--- src/rtl/step_profile_ctrl.sv ---
// Trapezoidal-ramp step sequencer: exact step count, accel/cruise/decel,
// with an abort request that ramps down instead of stopping dead.
// Ports: clk, xres (sync, active-high), start, abort, dir_in, mode_in, steps
//        -> cnt_clk, cw, mode, busy, done, step_cnt (all registered).
module step_profile_ctrl #(
  parameter int PER_W   = 16,
  parameter int CNT_W   = 16,
  parameter int P_START = 2000,
  parameter int P_MIN   = 200,
  parameter int P_STEP  = 50,
  parameter int PULSE_W = 4
) (
  input  logic             clk,
  input  logic             xres,
  input  logic             start,
  input  logic             abort,
  input  logic             dir_in,
  input  logic [1:0]       mode_in,
  input  logic [CNT_W-1:0] steps,
  output logic             cnt_clk,
  output logic             cw,
  output logic [1:0]       mode,
  output logic             busy,
  output logic             done,
  output logic [CNT_W-1:0] step_cnt
);

  localparam logic [2:0] S_IDLE   = 3'd0;
  localparam logic [2:0] S_ACCEL  = 3'd1;
  localparam logic [2:0] S_CRUISE = 3'd2;
  localparam logic [2:0] S_DECEL  = 3'd3;
  localparam logic [2:0] S_DONE   = 3'd4;

  localparam logic [PER_W-1:0] PS  = PER_W'(P_START);
  localparam logic [PER_W-1:0] PM  = PER_W'(P_MIN);
  localparam logic [PER_W-1:0] PD  = PER_W'(P_STEP);
  localparam logic [PER_W-1:0] PW  = PER_W'(PULSE_W);
  localparam logic [PER_W-1:0] P1  = PER_W'(1);
  localparam logic [CNT_W-1:0] C1  = CNT_W'(1);

  logic [2:0]       state;
  logic [PER_W-1:0] per;
  logic [PER_W-1:0] ph;
  logic [CNT_W-1:0] ramp_cnt;
  logic [CNT_W-1:0] steps_l;
  logic             abort_l;

  logic [CNT_W-1:0] rem;
  logic             last;
  logic             ab;
  logic [PER_W:0]   up_w;
  logic [PER_W:0]   dn_lim;
  logic [PER_W-1:0] per_up;
  logic [PER_W-1:0] per_dn;
  logic [CNT_W-1:0] ramp_dn;
  logic [PER_W-1:0] ph_nx;

  always_comb begin
    rem     = steps_l - step_cnt;
    last    = (ph == per - P1);
    ab      = abort_l | abort;
    ph_nx   = ph + P1;
    // Widened by one bit so the clamps never see a wrapped value.
    up_w    = {1'b0, per} + {1'b0, PD};
    dn_lim  = {1'b0, PM} + {1'b0, PD};
    per_up  = (up_w >= {1'b0, PS}) ? PS : up_w[PER_W-1:0];
    per_dn  = ({1'b0, per} >= dn_lim) ? per - PD : PM;
    ramp_dn = (ramp_cnt == '0) ? '0 : ramp_cnt - C1;
  end

  always_ff @(posedge clk) begin
    if (xres) begin
      state    <= S_IDLE;
      per      <= PS;
      ph       <= '0;
      ramp_cnt <= '0;
      steps_l  <= '0;
      abort_l  <= 1'b0;
      cnt_clk  <= 1'b0;
      cw       <= 1'b0;
      mode     <= 2'b00;
      busy     <= 1'b0;
      done     <= 1'b0;
      step_cnt <= '0;
    end else begin
      done <= 1'b0;
      case (state)
        S_IDLE: begin
          if (start) begin
            cw       <= dir_in;
            mode     <= mode_in;
            steps_l  <= steps;
            ramp_cnt <= '0;
            per      <= PS;
            ph       <= '0;
            abort_l  <= 1'b0;
            if (steps == '0) begin
              step_cnt <= '0;
              done     <= 1'b1;
              state    <= S_DONE;
            end else begin
              // First pulse goes out the very next cycle.
              step_cnt <= C1;
              cnt_clk  <= 1'b1;
              busy     <= 1'b1;
              state    <= S_ACCEL;
            end
          end
        end
        S_ACCEL, S_CRUISE, S_DECEL: begin
          if (abort && state != S_DECEL)
            abort_l <= 1'b1;
          if (!last) begin
            ph      <= ph_nx;
            cnt_clk <= (ph_nx < PW);
          end else if (rem == '0 ||
                       (state == S_DECEL && abort_l &&
                        ramp_cnt == '0)) begin
            cnt_clk <= 1'b0;
            busy    <= 1'b0;
            done    <= 1'b1;
            state   <= S_DONE;
          end else begin
            ph       <= '0;
            cnt_clk  <= 1'b1;
            step_cnt <= step_cnt + C1;
            // Entering DECEL already applies the first slow-down step.
            if (state != S_DECEL && (rem <= ramp_cnt || ab)) begin
              state    <= S_DECEL;
              per      <= per_up;
              ramp_cnt <= ramp_dn;
            end else if (state == S_ACCEL) begin
              per      <= per_dn;
              ramp_cnt <= ramp_cnt + C1;
              if (per_dn == PM)
                state <= S_CRUISE;
            end else if (state == S_DECEL) begin
              per      <= per_up;
              ramp_cnt <= ramp_dn;
            end
          end
        end
        S_DONE:  state <= S_IDLE;
        default: state <= S_IDLE;
      endcase
    end
  end

endmodule

--- config.mk ---
export PLATFORM = sky130hd
export DESIGN_NAME = step_profile_ctrl
export DESIGN_NICKNAME = d
export VERILOG_FILES = /design/src/rtl/step_profile_ctrl.sv
export SDC_FILE = /design/constraint.sdc
export NUM_CORES = 1
export LEC_CHECK = 0
export CORE_MARGIN = 8
export CORE_UTILIZATION = 61
export DETAILED_ROUTE_END_ITERATION = 7
export PLACE_DENSITY = 0.84
export RECOVER_POWER = 50
export SYNTH_ARGS = -nofsm -noshare
export SYNTH_HDL_FRONTEND = slang
export SYNTH_SLANG_ARGS = --single-unit
--- constraint.sdc ---
create_clock -name clk -period 5.6 [get_ports clk]
set_input_delay 0.56 -clock clk [delete_from_list [all_inputs] [get_ports clk]]
set_output_delay 0.56 -clock clk [all_outputs]
set_load 0.01 [all_outputs]
==> impl_metrics.yaml, run 1 <==
setup_path:
  cp_common_cell: "ha_1"
  cp-start-kind: "flop"
  slowest_stage: "a21oi_1"
  endpoint_kind: "flop"
  crit_fanout: 7
  path_cells: "inv_1 > ha_1 > nor2b_1 > o2111ai_1 > a21oi_1 > o21ai_1 > a21o_1 > and2_1 > ha_1 > nand4_1 > nor4_1 > a21boi_0 > o31ai_1 > buf_4 > nor2_1 > o21ai_0 > or3_1 > nor3_4 > mux2_2"
  slowest_delay_ps: 480
  crit_arrival_ps: 5410
  required_ps: 5900
  critical_path_class: "flop to flop"
routing:
  routed_wl_mm: 21.0
  wl_per_cell_um: 18.2
  antenna_left: 0
  drc: 0
  initialDrtViolationCount: 872
  drt-vias-per-instance: 6.68
  dr_total_vias: 7713
  drt-pass1-iter-count: 6
power:
  p_leak_uw: 0.00299
  seq_power_share: 0.225
  p_per_area_nw_per_um2: 481
  p_sw_frac: 0.483
  internal_power_uw: 2000
  total_power_uw: 3870
  clockPowerShare: 0.160
  switchingPower_uw: 1870
  ir_drop_mv: 0.271
  combPwrFrac: 0.615
clock_tree:
  path_clk_slew_ps: 70
  htreeDepth: 3
  worstSkewPairLatency_ps: 360
  cts_hold_buf: 0
  cts_buffers: 9
  cts_sinks: 90
  post_cts_buffers: 0
  cts_tree: "yes"
  cts_root_buf: "clkbuf_16"
  ctsLongestPathBuffers: 2
  cts_resized: 0
sta:
  layout_setup_ws_ps: 495
  finClkSkew_ps: 7.52
  max_freq_mhz: 196
  final-setup-viol-count: 0
  hold_viol_final: 0
  min_period_ps: 5100
  slew_viol_final: 0
  fin_tns_setup_ps: 0
  tightestPinTransition_ps: 1370
  maxSlewHeadroom: 0.0864
  finalCritPeriodShare: 0.912
  rsz0062_at_grt: "no"
synth:
  synth_common_cells: "nand2_1, dfxtp_1, a21oi_1, nor2_1, clkbuf_1"
  ys_ff_latch: 90
  ys_seq_area_frac: 0.245
  avgSynthCellArea_um2: 7.33
  synth_ff_type: "dfxtp_1"
  synth_enable_flop_cells: 0
  ys_async_sr_fraction: 0
  yosysUniqueCellTypes: 85
  synth-xor-area-share: 0.0535
  synth-simple-area-share: 0.288
  syn-cell-area_um2: 7350
  synthAdderAreaFrac: 0.0708
  yosys.cell_count.top_type: "nand2_1"
  synth_top_family_by_area: "simple AND/OR/NAND/NOR gates"
  synth_area_leaders: "dfxtp_1, ha_1, nand2_1"
  synth_compound_area_frac: 0.270
  synth.largest_area_cell: "dfxtp_1"
  syn_nets: 1066
  syn_inst: 1002
  yosys_warnings: 0
  yosys-mux-area-fraction: 0.00869
  netlist.area_leader.share: 0.245
floorplan:
  start_util: 0.619
  std_cell_rows: 40
  fp.dieH_um: 126
  ios: 45
  core-area_um2: 11900
  die_w_um: 126
  die_area_um2: 15800
global_route:
  grt_pass1_wl_mm: 34.7
  grt_max_degree: 69
  grt_antenna_before_repair: 0
  overflow: 0
  grt_pass1_vias: 7206
  track_usage: 0.262
cells_and_area:
  instances_no_fill: 1155
  syn_to_final_growth_pct: 9.40
  fin_util: 0.678
  nets: 1068
  drive_gt1_frac: 0.0605
  fill_cells: 1012
  antennaDiodeCount: 0
  seq_area_um2: 1800
  multi_input_area_um2: 5040
placement:
  dp_cells: 1140
  io_buffers: 44
  gp_congestion: 0.934
  dp_hpwl_mm: 15.1
  pre_cts_ws_ps: 514
min_path:
  hold_class: "flop to flop"
job:
  maxCapViolCount: 0
run_status:
  status: "finished clean"
[cell usage in the layout, fill, tap and decap left out, drive strengths merged, types with 12 or more instances in the layout]
cell type and n:
nand3 39, nor3 37, a21oi 86, nand2 119
a211oi 19, clkdlybuf4s50 21, and3 25, xor2 14
a31oi 18, a21o 18, or3 17, dlygate4sd3 22
o21ai 45, nand4 26, ha 40, inv 48
a311oi 12, nor2 84, xnor2 30, nor4 16
dfxtp 90, buf 15
[logic make-up after synthesis]
logic type / after synthesis
AOI/OAI and AO/OA: 289
adders and majority gates: 41
xor gates and xnor gates: 44
muxes: 6
DFF: 90
buffers and inverters: 114
and+or+nand+nor: 418
[flip-flops by register name, indices dropped and copies added (netlist names)]
signal,cells
ramp_cnt,16
step_cnt,16
steps_l,16
abort_l,1
busy,1
cnt_clk,1
per,16
done,1
cw,1
state,3
ph,16
mode,2
[layer usage]
layer / share of wire / wire length (um) / global-route usage
met5: 0 / 0 / 0
met4: 0.029 / 618 / 0.125
met3: 0.073 / 1540 / 0.0502
met2: 0.48 / 10100 / 0.442
met1: 0.42 / 8780 / 0.316
[worst max-delay path, delay by kind of cell, from the launching register on]
| kind | cells | cell delay (ps) |
|---|---|---|
| AOI/OAI and AO/OA | 7 | 1680 |
| adders and majority gates | 2 | 580 |
| buffers and inverters | 2 | 260 |
| DFF | 1 | 410 |
| muxes | 1 | 220 |
| and+or+nand+nor | 7 | 1870 |
[power groups by stage]
stage	clock network [uW]	logic, uW	registers [uW]
global placement	0	2300	876
finish	619	2380	871
floorplan	0	1840	820
CTS	628	2360	864
global route	656	2660	882
detailed placement	0	2340	878
[per-stage QoR]
stage | hold slack, ps | cell area, um^2
3_5_place_dp | 447 | 7780
4_1_cts | 455 | 8070
3_3_place_gp | 443 | 7780
6_report | 452 | 8040
2_1_floorplan | 436 | 7350
5_1_grt | 489 | 8040
[worst paths after layout]
path,start,to,slack (ps),depth (start not counted)
worst max register to register,step_cnt[1],ramp_cnt[0],500,19
worst min-delay path,mode[1],mode[1],450,2
worst min register to register,mode[1],mode[1],450,2
worst max-delay path,step_cnt[1],ramp_cnt[0],500,19
[area by class of cell]
cell class	count	area share
Clock buffer	9	0.0280
Clock inverter	6	0.00841
Inverter	47	0.0219
Multi-Input combinational cell	798	0.627
Sequential cell	90	0.224
Tap cell	147	0.0229
Timing Repair Buffer	58	0.0672
(Power assumes the default switching activity.)
==> run 2: changes to the inputs <==
RECOVER_POWER = not set   (was 50)
==> run 2 against run 1 <==
Against the previous run:
- non-clock buffer count is the same
- power grew 0.69%
- combinational power is essentially flat
- highest routed layer unchanged
==> impl_metrics.yaml, run 2 (synthesized netlist as in run 1, its figures left out) <==
setup_path:
  cp_num_buf_inv: 2
  cp-start-kind: "flop"
  cp_common_cell: "ha_1"
  slowest_delay_ps: 470
  cpLargestDelayFamily: "simple AND/OR/NAND/NOR gates"
  slowest_stage: "a21oi_1"
  endpoint_kind: "flop"
  critical_path_class: "flop to flop"
  crit_fanout: 7
  required_ps: 5900
  path_cells: "inv_1 > ha_1 > nor2b_1 > o2111ai_1 > a21oi_1 > o21ai_1 > a21o_1 > and2_1 > ha_1 > nand4_1 > nor4_1 > a21boi_0 > o31ai_1 > buf_4 > nor2_1 > o21ai_0 > or3_1 > nor3_4 > mux2_2"
  crit_arrival_ps: 5380
cells_and_area:
  instances_no_fill: 1155
  mostFrequentLayoutCells: "nand2_1, dfxtp_1, a21oi_1, nor2_1, inv_1"
  drive_gt1_frac: 0.0685
  final_common_cell: "nand2_1"
  antennaDiodeCount: 0
  final_area_um2: 8070
  syn_to_final_growth_pct: 9.88
  nets: 1068
routing:
  antenna_left: 0
  wl_met3_mm: 1.45
  met1_length_mm: 8.85
  dr_total_vias: 7642
  drt-vias-per-instance: 6.62
  routed_wl_mm: 21.0
  wl_per_cell_um: 18.2
  highest_layer: "met4"
  drc: 0
  drt-pass1-iter-count: 6
  routed-wl-met2_mm: 10.1
  initialDrtViolationCount: 791
global_route:
  grt_antenna_before_repair: 0
  grt_max_degree: 69
  track_usage: 0.262
  grt_pass1_vias: 7206
  grt_pass1_wl_mm: 34.7
  overflow: 0
sta:
  rsz0062_at_grt: "no"
  finClkSkew_ps: 7.03
  max_freq_mhz: 197
  hold_viol_final: 0
  fin_tns_setup_ps: 0
  maxSlewHeadroom: 0.308
  slew_viol_final: 0
  finalCritPeriodShare: 0.907
  tightestPinTransition_ps: 1040
  final-setup-viol-count: 0
  min_period_ps: 5080
min_path:
  hold_class: "flop to flop"
run_status:
  status: "finished clean"
placement:
  dp_hpwl_mm: 15.1
  io_buffers: 44
  place_area_um2: 7780
  gp_congestion: 0.934
  dp_cells: 1140
power:
  p_per_area_nw_per_um2: 483
  p_leak_uw: 0.00293
  ir_drop_mv: 0.273
clock_tree:
  cts_hold_buf: 0
  htreeDepth: 3
  cts_buffers: 9
  cts_tree: "yes"
  cts_sinks: 90
  path_clk_slew_ps: 70
  cts_root_buf: "clkbuf_16"
  worstSkewPairLatency_ps: 360
  ctsLongestPathBuffers: 2
floorplan:
  ios: 45
  core-area_um2: 11900
  die_w_um: 126
  std_cell_rows: 40
  die_area_um2: 15800
  fp.dieH_um: 126
  start_util: 0.619
job:
  maxCapViolCount: 0
-- run 2: cell count changes in the layout (fill, tap and decap cells not counted), moves of 2 or more --
cell,change
clkdlybuf4s50_1,+22
dlygate4sd3_1,-22
a2111oi_0,-2
a2111oi_2,+2
-- run 2: power by group --
part	internal [uW]	total, uW	switching, uW
clock network	345	623	278
registers	736	871	136
logic	930	2400	1470
-- run 2: tightest hold or removal path, delay by kind of cell (launching register included) --
kind | cells | cell delay (ps)
DFF | 1 | 310
AOI/OAI and AO/OA | 1 | 50
and+or+nand+nor | 1 | 50
-- run 2: stage by stage --
stage / setup WS [ps] / utilization / total power (uW) / hold WS [ps]
2_1_floorplan: 933 / - / 2660 / 436
3_3_place_gp: 687 / 0.656 / 3170 / 443
3_5_place_dp: 514 / 0.656 / 3220 / 447
4_1_cts: 459 / 0.680 / 3850 / 455
5_1_grt: 45.9 / 0.681 / 4220 / 491
6_report: 521 / 0.681 / 3900 / 454
-- run 2: final cells by class --
| class | count | area [um^2] |
|---|---|---|
| clock buffers | 9 | 225 |
| clock inverters | 6 | 67.6 |
| fillers | 1002 | 3790 |
| inverters | 47 | 176 |
| multi-input cells | 798 | 5080 |
| flip-flops and latches | 90 | 1800 |
| well taps | 147 | 184 |
| repair buffers | 58 | 541 |
-- run 2: worst paths after layout --
path,start,to,slack (ps),cells after the start
setup / recovery,step_cnt[1],ramp_cnt[0],520,19
hold reg to reg,mode[1],mode[1],450,2
setup reg to reg,step_cnt[1],ramp_cnt[0],520,19
hold / removal,mode[1],mode[1],450,2
-- run 2: timing repair --
item                       4_1_cts  5_1_grt
hold endpoints to repair         0        0
setup endpoints to repair        0       13
buffers inserted                 0        0
resized for setup                0        2
-- run 2: per-layer routing --
layer	vias up	track usage
met5	-	0
met4	0	0.125
met3	62	0.0502
met2	332	0.442
met1	3545	0.316
li1	3703	-
